`src/rtl/imem_responder.sv`:
```
// Instruction memory with a valid/ready program loader; the CPU is held in reset until a program is loaded.
// INSTRUCTION is a zero-latency read of PC, and FAULT latches any fetch of an unwritten or out-of-range word.
module imem_responder #(
    parameter int DEPTH = 64,
    parameter int IW    = 19
) (
    input  logic                    CLK,
    input  logic                    RESET,
    input  logic [31:0]             PC,
    output logic [IW-1:0]           INSTRUCTION,
    output logic                    CPU_RESET,
    input  logic                    LD_START,
    input  logic                    LD_VALID,
    output logic                    LD_READY,
    input  logic [IW-1:0]           LD_DATA,
    input  logic                    LD_LAST,
    output logic                    LOAD_DONE,
    output logic [$clog2(DEPTH):0]  LOAD_COUNT,
    output logic                    FAULT
);
    localparam int AW = $clog2(DEPTH);
    localparam int CW = AW + 1;
    localparam logic [CW-1:0] DEPTH_C  = CW'(DEPTH);
    localparam logic [31:0]   DEPTH_32 = 32'(DEPTH);

    typedef enum logic [1:0] {IDLE, LOAD, RUN} state_t;

    state_t            state;
    state_t            state_nxt;
    logic [IW-1:0]     mem [DEPTH];
    logic [DEPTH-1:0]  valid;
    logic [CW-1:0]     count;
    logic              start;
    logic              beat;
    logic [AW-1:0]     pc_idx;
    logic [AW-1:0]     wr_idx;
    logic              pc_bad;

    assign pc_idx = PC[AW-1:0];
    assign wr_idx = count[AW-1:0];
    // The range test guards the truncated index, so a wrapped PC never reads a valid word.
    assign pc_bad = (PC >= DEPTH_32) || !valid[pc_idx];

    always_ff @(posedge CLK) begin
        if (RESET) state <= IDLE;
        else       state <= state_nxt;
    end

    always_comb begin
        state_nxt = state;
        start     = 1'b0;
        beat      = 1'b0;
        LD_READY  = 1'b0;
        case (state)
            IDLE: begin
                if (LD_START) begin
                    start     = 1'b1;
                    state_nxt = LOAD;
                end
            end
            LOAD: begin
                LD_READY = (count < DEPTH_C) && !RESET;
                if (LD_VALID && LD_READY) begin
                    beat = 1'b1;
                    if (LD_LAST || count == DEPTH_C - CW'(1)) state_nxt = RUN;
                end
            end
            RUN: begin
                if (LD_START) begin
                    start     = 1'b1;
                    state_nxt = LOAD;
                end
            end
            default: state_nxt = IDLE;
        endcase
    end

    always_comb begin
        INSTRUCTION = '0;
        if (state == RUN && !pc_bad) INSTRUCTION = mem[pc_idx];
    end

    always_ff @(posedge CLK) begin
        if (RESET) begin
            count     <= '0;
            valid     <= '0;
            LOAD_DONE <= 1'b0;
            FAULT     <= 1'b0;
            CPU_RESET <= 1'b1;
        end else begin
            LOAD_DONE <= (state == LOAD) && (state_nxt == RUN);
            CPU_RESET <= (state_nxt != RUN);
            if (start) begin
                count <= '0;
                valid <= '0;
                FAULT <= 1'b0;
            end else begin
                if (beat) begin
                    valid[wr_idx] <= 1'b1;
                    count         <= count + CW'(1);
                end
                if (state == RUN && pc_bad) FAULT <= 1'b1;
            end
        end
    end

    // Storage itself is never reset; the valid bits decide what is readable.
    always_ff @(posedge CLK) begin
        if (beat && !RESET) mem[wr_idx] <= LD_DATA;
    end

    assign LOAD_COUNT = count;
endmodule
```
`config.mk`:
```
export PLATFORM = sky130hd
export DESIGN_NAME = imem_responder
export DESIGN_NICKNAME = d
export VERILOG_FILES = /design/src/rtl/imem_responder.sv
export SDC_FILE = /design/constraint.sdc
export NUM_CORES = 1
export LEC_CHECK = 0
export ABC_AREA = 0
export BUFFER_PORTS_ARGS = -buffer_cell sky130_fd_sc_hd__clkbuf_2
export CORE_MARGIN = 3
export CORE_UTILIZATION = 40
export DETAILED_ROUTE_END_ITERATION = 8
export MAX_ROUTING_LAYER = met4
export SYNTH_ARGS = -nofsm -noshare
export SYNTH_HDL_FRONTEND = slang
export SYNTH_SLANG_ARGS = --single-unit
```
`constraint.sdc`:
```
create_clock -name CLK -period 5.2 [get_ports CLK]
set_input_delay 1.04 -clock CLK [delete_from_list [all_inputs] [get_ports CLK]]
set_output_delay 1.04 -clock CLK [all_outputs]
set_load 0.02 [all_outputs]
```
==> flow_metrics.tcl <==
set metrics [dict create \
    whs_ns 0.465 \
    netlist.area_leader.share_pct 73.7 \
    synth_edf_count 1216 \
    io_buffer_count 85 \
    cp-end-kind "output pin" \
    routed_via_density 5.66 \
    place_area_sq_um 52800 \
    fin_skew_ns 0.0296 \
    ys_seq_elements 1292 \
    max_cap_viol_count 0 \
    synth.distinct_cells 45 \
    max_freq_mhz 198 \
    hold_class "register to register" \
    netlist_area_sq_um 49500 \
    pwr-share-seq_pct 54.0 \
    critPathLaunchType "input pin" \
    grt-ovfl-total 0 \
    synth_top_cell_by_area "edfxtp_1" \
    period_share_pct 97.1 \
    synth_compound_area_share_pct 1.12 \
    tightest_slew_ns 1.30 \
    holdBufCountCts 0 \
    cts.clk_slew.worst_paths_ns 0.06 \
    clockRootBuffer "clkbuf_16" \
    maxSlewHeadroom_pct 13.6 \
    die_area_sq_um 128000 \
    clkSinkCount 1292 \
    vias 23350 \
    drt_wl_total_mm 121 \
    finalMaxSlewViolations 0 \
    vdd_ir_drop_max_mv 0.276 \
    io_pins 86 \
    antenna_found_initial 5 \
    fin_area_sq_um 56700 \
    crit_arrival_ns 4.01 \
    initial_core_util_pct 40.5 \
    yosys-top-cells-area "edfxtp_1 (74%), mux4_2 (18%), dfxtp_1 (3.1%)" \
    rsz0062_at_grt "no" \
    grt_pass1_vias 24090 \
    rr_startpoint "LOAD_COUNT[6]" \
    grt_max_degree 100 \
    ys_async_sr_fraction_pct 0 \
    synth-simple-area-share_pct 2.27 \
    synth-xor-area-share_pct 0.0707 \
    clock_latency_ns 0.71 \
    wl_per_cell_um 29.4 \
    ant_nets 0 \
    grt_usage_pct 19.7 \
    dp.cells 3895 \
    cts_htree_levels 3 \
    cts_tree "done" \
    post-route-util_pct 46.4 \
    tns_ns 0 \
    fill_cells 10107 \
    r2r-end "mem[59][16]" \
    net-switching-power_uw 4340 \
    required_ns 4.16 \
    pwr-share-comb_pct 4.7 \
    holdPathStages 1 \
    drtIter0Drc 2767 \
    pwr-share-clk_pct 41.3 \
    min-delay-start "valid[4]" \
    place_congestion 0.825 \
    core_sq_um 122000 \
    critPathMaxFanout 42 \
    path_class "input pin to output pin" \
    die_w_um 358 \
    seqCellArea_sq_um 38000 \
    power_density_nw_per_um2 371 \
    finalSetupViolCount 0 \
    areaGrowthSynthToFinish_pct 14.5 \
    min_to "valid[4]" \
    netlist_instances 2160 \
    post-dp-hpwl_mm 66.7 \
    grt_first_pass_wirelength_mm 175 \
    yosys_most_used_dff "edfxtp_1" \
    die_h_um 358 \
    fp-row-count 128 \
    yosysWarnings 0 \
    first_pass_iters 5 \
    internal-power_uw 16700 \
    nets 2450 \
    drive_above_1_share_pct 35.2 \
    min_period_ns 5.05 \
    synthAdderAreaFrac_pct 0.0253 \
    syn_nets 2217 \
    post-route-drc-count 0 \
    numCtsBuffers 121 \
    switching_share_pct 20.6 \
    r2r_slack_ns 1.88 \
    ctsLongestPathBuffers 3 \
    yosysSeqAreaShare_pct 76.8 \
    status "completed" \
    leakage_uw 0.0177 \
    rr_worst_depth 6 \
    finalHoldViolations 0 \
    synth_top_family_by_area "multiplexers" \
    syn_avg_cell_area_sq_um 22.9 \
    synthMuxAreaShare_pct 18.5 \
    multi_input_area_sq_um 11100 \
    final_cells 4123 \
]
metrics by stage:
step,power (uW),worst slack (ns)
after floorplan,12100,0.153
after global placement,12600,0.0821
after detailed placement,12600,0.116
after CTS,21200,0.0994
after global routing,21700,0.0287
final,21000,0.151
power groups by stage:
stage               clock [uW]  sequential (uW)  combinational [uW]
finish                    8680            11400                 990
global route              9280            11400                1050
CTS                       8860            11400                1000
detailed placement           0            11600                 999
global placement             0            11600                 980
floorplan                    0            11600                 533
cell usage in the layout, fill, tap and decap left out, types with 9 or more instances in the layout:
master	Yosys	routed
clkinv_1	0	28
buf_12	1	10
dfxtp_1	76	76
a211oi_1	28	27
buf_4	7	136
clkbuf_2	1	80
clkinvlp_4	0	9
nor2b_1	25	25
nand2_1	10	10
edfxtp_1	1216	1216
mux2i_1	25	25
nor2_1	169	110
clkinv_2	0	22
o21a_1	16	16
mux4_2	395	395
bufinv_16	0	11
clkbuf_1	48	23
nor2_2	0	59
a211oi_2	10	11
clkbuf_16	0	123
worst max-delay path by stage:
| stage | to | startpoint | cells past startpoint |
|---|---|---|---|
| 2_1_floorplan | mem[7][0] | RESET | 5 |
| 3_3_place_gp | INSTRUCTION[0] | PC[0] | 8 |
| 3_5_place_dp | INSTRUCTION[0] | PC[0] | 8 |
| 4_1_cts | INSTRUCTION[11] | PC[0] | 9 |
| 5_1_grt | INSTRUCTION[6] | PC[0] | 8 |
| 6_report | INSTRUCTION[6] | PC[0] | 9 |
final cells by class:
| type | instances | share of cell area [%] |
|---|---|---|
| diodes | 1 | 0.00441 |
| inverters | 4 | 0.0265 |
| clock buffers | 150 | 5.67 |
| clock inverters | 77 | 1.23 |
| flip-flops and latches | 1292 | 67.0 |
| repair buffers | 230 | 2.94 |
| well taps | 1625 | 3.58 |
| multi-input cells | 744 | 19.5 |
synth_stat cells, drive strengths merged (4+ instances only):
cell	instances
nor3	5
o21ai	4
nand3b	8
mux2i	25
buf	71
clkbuf	49
o21a	16
nor2b	25
nor2	169
edfxtp	1216
nor4	8
inv	4
nand2b	4
nand4	4
dfxtp	76
mux4	395
nand2	10
nand3	8
a211oi	38
sequential cells by signal, summed over array words and instances, names as in the netlist:
register and count:
mem 1216, valid 64, LOAD_COUNT 7, state 2
CPU_RESET 1, FAULT 1, LOAD_DONE 1
critical path: stages:
cell      delay (ns)
buf_8           0.26
buf_12          0.36
mux4_2          0.55
mux4_2          0.56
nor2b_1         0.21
a211oi_1        0.43
buf_4           0.23
a211oi_1        0.08
clkbuf_2        0.19
cell families (layout without fill, tap and decap cells):
family | count (synthesis) | in the layout
AO/OA/AOI/OAI | 69 | 69
XOR/XNOR | 4 | 4
adder cells (fa/ha/maj) | 1 | 1
buffers and inverters | 124 | 461
flip-flops | 1292 | 1292
multiplexers | 420 | 420
other | 0 | 1
AND/OR/NAND/NOR | 250 | 250
what timing repair did:
item | in CTS | in global routing
gates resized for setup | 0 | 2
endpoints found under the setup margin | 0 | 12
buffers inserted | 0 | 0
metal layers:
metal / routed length [um] / share of wire, % / global-route usage (%)
met2: 58200 / 48 / 30.4
met4: 2230 / 1.8 / 4.49
met1: 51000 / 42 / 27.6
met3: 9610 / 7.9 / 3.66
met5: 0 / 0 / -
Power figures use the tool's default switching activity.
